## config.mk

```make
export PLATFORM = sky130hd
export DESIGN_NAME = frame_block_writer
export DESIGN_NICKNAME = d
export VERILOG_FILES = /design/src/rtl/fb_pkg.sv /design/src/rtl/pixel_packer.sv /design/src/rtl/frame_block_writer.sv
export SDC_FILE = /design/constraint.sdc
export NUM_CORES = 1
export LEC_CHECK = 0
export ABC_CLOCK_PERIOD_IN_PS = 3770
export BUFFER_PORTS_ARGS = -buffer_cell sky130_fd_sc_hd__buf_4
export CAP_MARGIN = 40
export CORE_ASPECT_RATIO = 0.75
export CORE_MARGIN = 2
export CORE_UTILIZATION = 55
export CTS_CLUSTER_SIZE = 28
export DETAILED_ROUTE_END_ITERATION = 10
export PLACE_DENSITY_LB_ADDON = 0.12
export SLEW_MARGIN = 10
export SYNTH_ARGS = -nofsm -noshare
export SYNTH_HDL_FRONTEND = slang
export SYNTH_SLANG_ARGS = --single-unit
export TNS_END_PERCENT = 5
```

## constraint.sdc

```tcl
create_clock -name GCLK -period 3.77 [get_ports GCLK]
set_clock_uncertainty 0.05 [all_clocks]
set_input_delay 0.377 -clock GCLK [delete_from_list [all_inputs] [get_ports GCLK]]
set_output_delay 0.377 -clock GCLK [all_outputs]
set_load 0.01 [all_outputs]
```

## src/rtl/fb_pkg.sv

```systemverilog
// Shared frame-memory geometry and write-request payload for the block reader/writer pair.
package fb_pkg;

    localparam int unsigned H_PIX        = 320;
    localparam int unsigned V_PIX        = 240;
    localparam int unsigned PIX_W        = 8;
    localparam int unsigned BLK_DIM      = 4;
    localparam int unsigned BLKS_PER_ROW = H_PIX / BLK_DIM;
    localparam int unsigned NUM_BLKS     = BLKS_PER_ROW * (V_PIX / BLK_DIM);
    localparam int unsigned ADDR_W       = 13;
    localparam int unsigned SEL_W        = 2;
    localparam int unsigned WORD_W       = BLK_DIM * PIX_W;

    typedef struct packed {
        logic [ADDR_W-1:0] addr;
        logic [SEL_W-1:0]  sel;
        logic [WORD_W-1:0] data;
    } wr_req_t;

endpackage

```

## src/rtl/pixel_packer.sv

```systemverilog
// Four-lane pixel packer: collects pixels left to right and strobes when the 4th arrives.
module pixel_packer #(
    parameter int unsigned PIX_W = 8
) (
    input  logic               GCLK,
    input  logic               RSTN,
    input  logic               push,
    input  logic               restart,
    input  logic [PIX_W-1:0]   pix,
    output logic               done_c,
    output logic [4*PIX_W-1:0] word_c
);

    logic [1:0]            lane_q;
    logic [1:0]            lane_eff;
    logic [2:0][PIX_W-1:0] hold_q;

    // A restart makes the current pixel lane 0 and abandons earlier lanes.
    always_comb begin
        lane_eff = restart ? 2'd0 : lane_q;
        done_c   = push & (lane_eff == 2'd3);
        word_c   = {hold_q[0], hold_q[1], hold_q[2], pix};
    end

    always_ff @(posedge GCLK or negedge RSTN) begin
        if (!RSTN) begin
            lane_q <= 2'd0;
            hold_q <= '0;
        end else if (push) begin
            lane_q <= lane_eff + 2'd1;
            case (lane_eff)
                2'd0:    hold_q[0] <= pix;
                2'd1:    hold_q[1] <= pix;
                2'd2:    hold_q[2] <= pix;
                default: ;
            endcase
        end
    end

endmodule

```

## src/rtl/frame_block_writer.sv

```systemverilog
// Raster pixel stream to 4x4-block frame memory writer (one 32-bit word per block row).
// Optional: FRAME_DOUBLE_BUF_EN adds a wr_bank toggle at every frame end.
module frame_block_writer
    import fb_pkg::*;
(
    input  logic              GCLK,
    input  logic              RSTN,
    input  logic              pix_valid,
    output logic              pix_ready,
    input  logic [PIX_W-1:0]  pix_data,
    input  logic              pix_sof,
    output logic              wr_en,
    input  logic              wr_ready,
    output logic [ADDR_W-1:0] wr_addr,
    output logic [SEL_W-1:0]  wr_sel,
    output logic [WORD_W-1:0] wr_data,
    output logic              wr_bank,
    output logic              frame_done,
    output logic              sync_err
);

    localparam int unsigned X_W = $clog2(H_PIX);
    localparam int unsigned Y_W = $clog2(V_PIX);

    logic [X_W-1:0]    x_q, x_d, cur_x;
    logic [Y_W-1:0]    y_q, y_d, cur_y;
    logic [ADDR_W-1:0] blk_row, blk_col;
    logic              accept, sof_err_c, last_c, word_done;
    logic [WORD_W-1:0] word;
    logic              wr_en_q, frame_done_q, sync_err_q;
    wr_req_t           req_q, req_d;

    // The output register is the only buffer; it frees up as it drains.
    assign pix_ready = RSTN & (~wr_en_q | wr_ready);
    assign accept    = pix_valid & pix_ready;
    assign sof_err_c = accept & pix_sof & ((x_q != '0) | (y_q != '0));
    assign last_c    = wr_en_q & wr_ready & (req_q.addr == ADDR_W'(NUM_BLKS - 1))
                       & (req_q.sel == SEL_W'(BLK_DIM - 1));

    pixel_packer #(.PIX_W(PIX_W)) u_packer (
        .GCLK    (GCLK),
        .RSTN    (RSTN),
        .push    (accept),
        .restart (sof_err_c),
        .pix     (pix_data),
        .done_c  (word_done),
        .word_c  (word)
    );

    // Coordinates of the pixel being accepted, and the raster position after it.
    always_comb begin
        cur_x = sof_err_c ? '0 : x_q;
        cur_y = sof_err_c ? '0 : y_q;
        x_d   = x_q;
        y_d   = y_q;
        if (accept) begin
            if (cur_x == X_W'(H_PIX - 1)) begin
                x_d = '0;
                y_d = (cur_y == Y_W'(V_PIX - 1)) ? '0 : cur_y + Y_W'(1);
            end else begin
                x_d = cur_x + X_W'(1);
                y_d = cur_y;
            end
        end
    end

    // Block index = (y/4)*80 + x/4, with the *80 as (<<6)+(<<4).
    always_comb begin
        blk_row    = ADDR_W'(cur_y[Y_W-1:2]);
        blk_col    = ADDR_W'(cur_x[X_W-1:2]);
        req_d.addr = (blk_row << 6) + (blk_row << 4) + blk_col;
        req_d.sel  = cur_y[1:0];
        req_d.data = word;
    end

    always_ff @(posedge GCLK or negedge RSTN) begin
        if (!RSTN) begin
            x_q          <= '0;
            y_q          <= '0;
            wr_en_q      <= 1'b0;
            req_q        <= '0;
            frame_done_q <= 1'b0;
            sync_err_q   <= 1'b0;
        end else begin
            x_q          <= x_d;
            y_q          <= y_d;
            frame_done_q <= last_c;
            sync_err_q   <= sof_err_c;
            if (word_done) begin
                wr_en_q <= 1'b1;
                req_q   <= req_d;
            end else if (wr_en_q & wr_ready) begin
                wr_en_q <= 1'b0;
            end
        end
    end

`ifdef FRAME_DOUBLE_BUF_EN
    logic bank_q;

    always_ff @(posedge GCLK or negedge RSTN) begin
        if (!RSTN) begin
            bank_q <= 1'b0;
        end else if (last_c) begin
            bank_q <= ~bank_q;
        end
    end

    assign wr_bank = bank_q;
`else
    assign wr_bank = 1'b0;
`endif

    assign wr_en      = wr_en_q;
    assign wr_addr    = req_q.addr;
    assign wr_sel     = req_q.sel;
    assign wr_data    = req_q.data;
    assign frame_done = frame_done_q;
    assign sync_err   = sync_err_q;

endmodule

```

==> reports/qor.yml, run 1 <==
status: "complete, no violations"
cts_hold_buffers: 1
p_leak_nw: 2.49
antenna_found_initial: 0
crit_fanout: 15
grt.overflow.total: 0
io-pin-count: 65
maxCapViolCount: 0
pre_cts_ws_ns: 0.462
start_util_pct: 56.2
place_hpwl_um: 6540
fin_nets: 469
grt_max_degree: 59
syn_area_um2: 4390
die_area_um2: 8720
required_ns: 3.94
synthXorXnorAreaFrac_pct: 1.40
synth-simple-area-share_pct: 11.5
seqCellArea_um2: 2330
relSlewSlack_pct: 57.5
async_flop_share_pct: 100
die_w_um: 107
finalSetupViolCount: 0
synthFlopType: "dfrtp_1"
grt_pass1_vias: 3014
numPortBuffers: 63
cts_tree: "built"
synth_cell_types: 54
synthesis.nets: 401
synth-compound-area-share_pct: 9.47
synth_fa_ha_area_share_pct: 5.76
path_clk_slew_ns: 0.09
numCtsBuffers: 9
synth_top_area_share_pct: 53.0
routedWlPerCell_um: 16.7
ys_seq_area_share_pct: 53.0
hp-class: "in -> reg"
final_cell_mix: "dfrtp_1, buf_4, mux2_2"
power.density_nw_per_um2: 619
muxShareOfSynthArea_pct: 15.9
post_cts_buffers: 0
n_antenna_cell: 0
grt_pass1_wl_um: 15100
multi_input_area_um2: 1940
timing.hold.ws_ns: 0.223
wl_um: 9130
synth_edf_count: 0
place_congestion: 0.973
criticalPathCategory: "in -> reg"
area_growth_pct: 18.5
cp-end-kind: "flip-flop"
core_um2: 7810
drc_errors: 0
clockRootBuffer: "clkbuf_8"
rsz0062_at_grt: "no"
layout_setup_ws_ns: 0.240
drive_gt1_share_pct: 36.1
clkLatencyLatePin_ns: 0.36
final.fill_count: 631
cp.arrival_ns: 3.70
final_common_cell: "dfrtp_1"
syn_inst: 369
syn_avg_cell_area_um2: 11.9
ant_nets: 0
vias_per_cell: 5.62
fmax_mhz: 283
yosysTopAreaCell: "dfrtp_1"
drtIter0Drc: 275
period_minus_slack_ns: 3.53
track_usage_pct: 22.7
tns_ns: 0
hold_viol: 0
min_period_over_period_pct: 93.6
ys_ff_latch: 93
synth_area_leaders: "dfrtp_1, mux2_2, ha_1"
ys_warn_count: 0
h-tree-depth: 3
drv_slew: 0
rows: 28
peakVddDrop_uv: 398
firstDrtPassIters: 4
vias: 3066
synth_top_family_by_area: "multiplexers"
cts_sinks: 93
post_cts_resized: 0
die_h_um: 81.4
startpoint_type: "primary input"
clock_path_buffers: 2
tightest_slew_ns: 0.637
## registers in the layout, indices dropped and copies added (netlist names)
signal	cells
frame_done	1
sync_err	1
u_packer.lane_q	2
u_packer.word_c	24
wr_addr	13
wr_data	32
wr_en	1
wr_sel	2
x_q	9
y_q	8
## cells by family after synthesis
kind of cell	count (synthesis)
xor gates and xnor gates	7
muxes	62
AOI/OAI and AO/OA	62
and+or+nand+nor	97
DFF	93
buffers and inverters	28
adders and majority gates	19
other	1
## worst paths after layout
kind / cells after the start / endpoint / start / slack (ns)
max reg2reg: 13 / wr_addr[11] / x_q[2] / 0.50
min: 2 / u_packer.word_c[13] / pix_data[5] / 0.22
min reg2reg: 1 / frame_done / wr_addr[10] / 0.41
max: 15 / wr_addr[11] / RSTN / 0.24
min in group asynchronous: 3 / wr_data[16] / RSTN / 0.56
max in group asynchronous: 5 / u_packer.word_c[27] / RSTN / 2.23
## routing by layer
layer	up-vias	GRT usage (%)	routed length (um)
met4	0	7.01	103
met1	1506	31.9	4410
met2	95	34.8	4040
li1	1455	-	-
met3	10	6.18	574
met5	-	0	0
## report_power, final
part,total (mW),switching (mW),internal (mW)
clock network,0.664,0.356,0.309
logic,0.996,0.424,0.572
registers,1.56,0.207,1.35
total,3.22,0.987,2.23
## worst max-delay path, stage by stage
cell and delay [ns]:
dlygate4sd3_1 0.55, buf_4 0.13, and2_2 0.18, nand3_2 0.26, o21bai_2 0.32, inv_2 0.10, nor2_1 0.07, ha_1 0.30
ha_1 0.24, fa_1 0.44, a211oi_1 0.23, o21bai_1 0.09, a21oi_1 0.18, xnor2_1 0.13, o21ai_0 0.08
## Yosys cell counts (3+ instances only)
master,n
nor3_1,4
xnor2_1,5
o21ai_0,16
inv_1,13
buf_2,7
a211oi_1,3
mux2_2,61
a21oi_1,10
nor4_1,4
a22o_1,4
buf_4,3
o211ai_1,5
clkbuf_1,3
nand4_1,6
ha_1,17
dfrtp_1,93
nand3_1,5
a21o_1,5
and2_1,8
o21bai_1,3
nand2_2,3
nand2_1,38
nor2_1,12
## layout make-up
cell class	instances	share of cell area [%]
multi-input cells	248	37.3
flip-flops and latches	93	44.8
repair buffers	71	10.7
clock buffers	9	2.38
clock inverters	6	1.37
inverters	14	1.01
well taps	105	2.53
## through the flow
step,total power [mW],util [%],area (um2),cells
finish,3.22,66.6,5200,546
global route,3.43,66.6,5200,546
CTS,3.26,66.6,5200,546
detailed placement,2.59,63.9,4990,530
global placement,2.54,63.6,4970,529
floorplan,2.11,-,4390,369
Power figures use the tool's default switching activity.
==> inputs of run 2 (changes only) <==
ABC_CLOCK_PERIOD_IN_PS = 3900   (was 3770)
clock period = 3.9 ns   (was 3.77 ns; I/O delays follow)
==> reports/qor.yml, run 2 (same netlist as run 1, synthesis figures left out) <==
status: "complete, no violations"  # unchanged
clkPwrFrac_pct: 20.0  # was 20.6%
rsz0062_at_grt: "no"  # unchanged
seq_power_share_pct: 49.0  # was 48.4%
io-pin-count: 65  # unchanged
crit_start: "RSTN"  # unchanged
wl_um: 8990  # was 9130 um
timing.hold.ws_ns: 0.240  # was 0.223 ns
grt.overflow.total: 0  # unchanged
p_leak_nw: 2.48  # was 2.49 nW
fin_nets: 468  # was 469
clkLatencyLatePin_ns: 0.36  # about the same
vias_per_cell: 5.65  # was 5.62
hold_depth: 2  # unchanged
cts_sinks: 93  # unchanged
firstDrtPassIters: 4  # unchanged
maxCapViolCount: 0  # unchanged
tns_ns: 0  # unchanged
fmax_mhz: 283
largest_reg_flops: 32  # unchanged
ant_nets: 0  # unchanged
combPwrFrac_pct: 31.0  # was 30.9%
tightest_slew_ns: 0.542  # was 0.637 ns
clockRootBuffer: "clkbuf_8"  # unchanged
grt_max_degree: 60  # was 59
cp-end-kind: "flip-flop"  # unchanged
power.density_nw_per_um2: 593  # was 619 nW/um2
criticalPathCategory: "in -> reg"  # unchanged
die_h_um: 81.4  # unchanged
p_sw_share_pct: 31.3  # was 30.7%
numCtsBuffers: 9  # unchanged
hp-start: "pix_data[7]"  # was pix_data[5]
grt_pass1_wl_um: 15200  # was 15100 um
p_switching_uw: 966  # was 987 uW
path_clk_slew_ns: 0.10  # was 0.09 ns
die_area_um2: 8720  # unchanged
r2r_cells: 13  # unchanged
hp-class: "in -> reg"  # unchanged
hold_viol: 0  # unchanged
numPortBuffers: 63  # unchanged
start_util_pct: 56.2  # unchanged
routedWlPerCell_um: 16.5  # was 16.7 um
finalInstanceArea_um2: 5200  # about the same
n_antenna_cell: 0  # unchanged
die_w_um: 107  # unchanged
cts_tree: "built"  # unchanged
final.fill_count: 612  # was 631
antenna_found_initial: 0  # unchanged
rows: 28  # unchanged
clock_path_buffers: 2  # unchanged
place_hpwl_um: 6520  # was 6540 um
dpl_cell_area_um2: 5000  # was 4990 um2
core_um2: 7810  # unchanged
drc_errors: 0  # unchanged
area_growth_pct: 18.5  # about the same
peakVddDrop_uv: 366  # was 398 uV
drtIter0Drc: 271  # was 275
track_usage_pct: 22.7  # about the same
startpoint_type: "primary input"  # unchanged
vias: 3087  # was 3066
relSlewSlack_pct: 63.7  # was 57.5%
fin_total_pwr_mw: 3.09  # was 3.22 mW
drive_gt1_share_pct: 36.1  # unchanged
power.internal_mw: 2.12  # was 2.23 mW
r2r_start: "x_q[0]"  # was x_q[2]
final_cell_mix: "dfrtp_1, buf_4, mux2_2"  # unchanged
post_cts_buffers: 0  # unchanged
grt_pass1_vias: 3014  # unchanged
r2r_slack_ns: 0.66  # was 0.50 ns
drv_slew: 0  # unchanged
cp.arrival_ns: 3.74  # was 3.70 ns
required_ns: 4.10  # was 3.94 ns
min_period_over_period_pct: 90.7
finalSetupViolCount: 0  # unchanged
h-tree-depth: 3  # unchanged
final_common_cell: "dfrtp_1"  # unchanged
crit_fanout: 15  # unchanged
place_congestion: 0.955  # was 0.973
period_minus_slack_ns: 3.54
[run 2: cell types whose count changed in the layout (fill, tap and decap cells not counted), sizes merged]
cell / before / now
buf: 70 / 69
bufinv: 1 / 0
clkbuf: 9 / 10
clkinv: 1 / 0
clkinvlp: 2 / 3
inv: 16 / 17
[run 2: metrics by stage]
| step | setup WS (ns) | std cells | util, % |
|---|---|---|---|
| after floorplan | 0.937 | 369 | - |
| after global placement | 0.691 | 528 | 63.6 |
| after detailed placement | 0.582 | 529 | 64.0 |
| after CTS | 0.381 | 546 | 66.6 |
| after global routing | 0.187 | 546 | 66.6 |
| final | 0.362 | 546 | 66.6 |
[run 2: layout make-up]
class	instances	area (um2)	share of cell area (%)
clock inverter	6	53.8	1.03
multi-input combinational	248	1940	37.3
inverter	14	52.6	1.01
timing repair buffer	70	561	10.8
sequential	93	2330	44.7
clock buffer	10	138	2.65
tap	105	131	2.53
[run 2: metal layers]
metal,share of wire [%],vias up,GRT usage [%]
met5,0,-,0
met4,1.1,0,8.05
met3,6.7,10,5.70
met2,44,101,34.2
met1,48,1520,32.2
li1,-,1456,-
[run 2: power by group through the flow]
stage / Sequential (mW) / Combinational, mW / Clock, mW
after floorplan: 1.58 / 0.460 / 0
after global placement: 1.51 / 0.942 / 0
after detailed placement: 1.54 / 0.967 / 0
after CTS: 1.51 / 0.971 / 0.639
after global routing: 1.56 / 1.05 / 0.683
final: 1.51 / 0.956 / 0.619
[run 2: worst paths after layout]
kind | to
max in group asynchronous | u_packer.word_c[14]
worst max-delay path | wr_addr[11]
worst max register to register | wr_addr[11]
worst min register to register | frame_done
min in group asynchronous | wr_addr[12]
worst min-delay path | wr_data[7]
[run 2: what timing repair did]
action                                 CTS  global route
hold buffers                             1             0
gates resized for setup                  0             0
endpoints found under the hold margin   24             0
[run 2: critical path, stage by stage]
cell and delay, ns:
dlygate4sd3_1 0.54, buf_4 0.14, and2_2 0.19, nand3_2 0.28
o21bai_2 0.33, inv_2 0.11, nor2_1 0.07, ha_1 0.30
ha_1 0.24, fa_1 0.44, a211oi_1 0.25, o21bai_1 0.09
a21oi_1 0.17, xnor2_1 0.13, o21ai_0 0.08
==> inputs of run 3 (changes only) <==
CORE_MARGIN = 4   (was 2)
CTS_BUF_LIST = sky130_fd_sc_hd__clkbuf_16   (was unset)
==> reports/qor.yml, run 3 (same netlist as run 1, synthesis figures left out) <==
status: "complete, no violations"  # unchanged
peakVddDrop_uv: 434  # was 366 uV
dp.cells: 524  # was 529
startpoint_type: "flip-flop"  # was primary input
fin_cells: 539  # was 546
fin_util_pct: 70.4  # was 66.6%
period_minus_slack_ns: 3.45  # was 3.54 ns
final_common_cell: "dfrtp_1"  # unchanged
crit_fanout: 6  # was 15
final.fill_count: 547  # was 612
drive_gt1_share_pct: 35.6  # was 36.1%
drtIter0Drc: 167  # was 271
cp-end-kind: "flip-flop"  # unchanged
tightest_slew_ns: 0.768  # was 0.542 ns
die_area_um2: 9490  # was 8720 um2
cp.arrival_ns: 3.61  # was 3.74 ns
cts_hold_buffers: 0  # was 1
post_cts_resized: 0  # unchanged
cts_tree: "built"  # unchanged
numPortBuffers: 63  # unchanged
rsz0062_at_grt: "no"  # unchanged
area_growth_pct: 20.9  # was 18.5%
finalSetupViolCount: 0  # unchanged
start_util_pct: 58.2  # was 56.2%
wl_um: 9860  # was 8990 um
power.density_nw_per_um2: 653  # was 593 nW/um2
dpl_cell_area_um2: 4970  # was 5000 um2
finalInstanceArea_um2: 5300  # was 5200 um2
tns_ns: 0  # unchanged
clock_path_buffers: 2  # unchanged
criticalPathCategory: "reg -> reg"  # was in -> reg
place_congestion: 0.946  # was 0.955
grt_pass1_wl_um: 16700  # was 15200 um
core_um2: 7530  # was 7810 um2
hold_viol: 0  # unchanged
required_ns: 4.05  # was 4.10 ns
path_clk_slew_ns: 0.06  # was 0.10 ns
p_leak_nw: 2.54  # was 2.48 nW
grt_pass1_vias: 3192  # was 3014
pre_cts_ws_ns: 0.464  # was 0.582 ns
n_antenna_cell: 0  # unchanged
routedWlPerCell_um: 18.3  # was 16.5 um
clockRootBuffer: "clkbuf_16"  # was clkbuf_8
relSlewSlack_pct: 48.8  # was 63.7%
drv_slew: 0  # unchanged
numCtsBuffers: 9  # unchanged
drc_errors: 0  # unchanged
post_cts_buffers: 0  # unchanged
fmax_mhz: 289  # was 283 MHz
clkLatencyLatePin_ns: 0.34  # was 0.36 ns
h-tree-depth: 3  # unchanged
firstDrtPassIters: 4  # unchanged
die_w_um: 111  # was 107 um
track_usage_pct: 22.2  # was 22.7%
final_cell_mix: "dfrtp_1, buf_4, mux2_2"  # unchanged
fin_nets: 466  # was 468
ant_nets: 0  # unchanged
die_h_um: 85.4  # was 81.4 um
cts_sinks: 93  # unchanged
vias: 3080  # was 3087
vias_per_cell: 5.71  # was 5.65
grt_max_degree: 65  # was 60
antenna_found_initial: 0  # unchanged
layout_setup_ws_ns: 0.445  # was 0.362 ns
grt.overflow.total: 0  # unchanged
maxCapViolCount: 0  # unchanged
place_hpwl_um: 7070  # was 6520 um
io-pin-count: 65  # unchanged
largest_reg_flops: 32  # unchanged
rows: 27  # was 28
min_period_over_period_pct: 88.6  # was 90.7%
hp-class: "in -> async"  # was in -> reg
-- run 3: where the power goes --
part	switching (mW)	total, mW	internal [mW]
logic	0.410	0.959	0.549
registers	0.217	1.53	1.31
clock network	0.355	0.978	0.624
-- run 3: critical path: stages (launching register included) --
cell and delay, ns:
dfrtp_1 0.43, nor4_1 0.37, nand4_1 0.17, o21bai_2 0.17, inv_2 0.09, nor2_1 0.21, ha_1 0.29, ha_1 0.25
fa_1 0.44, a211oi_1 0.33, o21bai_1 0.11, a21oi_1 0.19, xnor2_1 0.13, o21ai_0 0.10
-- run 3: per-stage QoR --
stage / total power, mW / hold slack (ns)
floorplan: 2.04 / 0.0444
finish: 3.47 / 0.0728
global route: 3.68 / 0.0920
detailed placement: 2.52 / 0.407
global placement: 2.47 / 0.399
CTS: 3.50 / 0.0723
-- run 3: worst paths after layout --
check,startpoint,to,slack (ns),cells after the start
worst min-delay path,RSTN,wr_data[2],0.07,2
max in group asynchronous,RSTN,wr_data[26],2.62,3
min in group GCLK,pix_data[4],wr_data[4],0.27,2
worst min register to register,wr_addr[10],frame_done,0.40,1
worst max register to register,y_q[2],wr_addr[11],0.45,13
worst max-delay path,y_q[2],wr_addr[11],0.45,13
-- run 3: area by class of cell --
type                    count  area [um2]  share of cell area [%]
clock buffers               9         225                    4.25
clock inverters             6         111                    2.10
inverters                  14        52.6                   0.991
multi-input cells         248        1940                    36.5
flip-flops and latches     93        2330                    43.9
well taps                 101         126                    2.38
repair buffers             68         523                    9.86
-- run 3: metal layers --
| layer | vias up | global-route usage [%] | share of wire (%) |
|---|---|---|---|
| li1 | 1444 | - | - |
| met1 | 1531 | 30.7 | 47 |
| met2 | 93 | 35.1 | 46 |
| met3 | 12 | 5.77 | 6.3 |
| met4 | 0 | 6.52 | 1.2 |
| met5 | - | 0 | 0 |
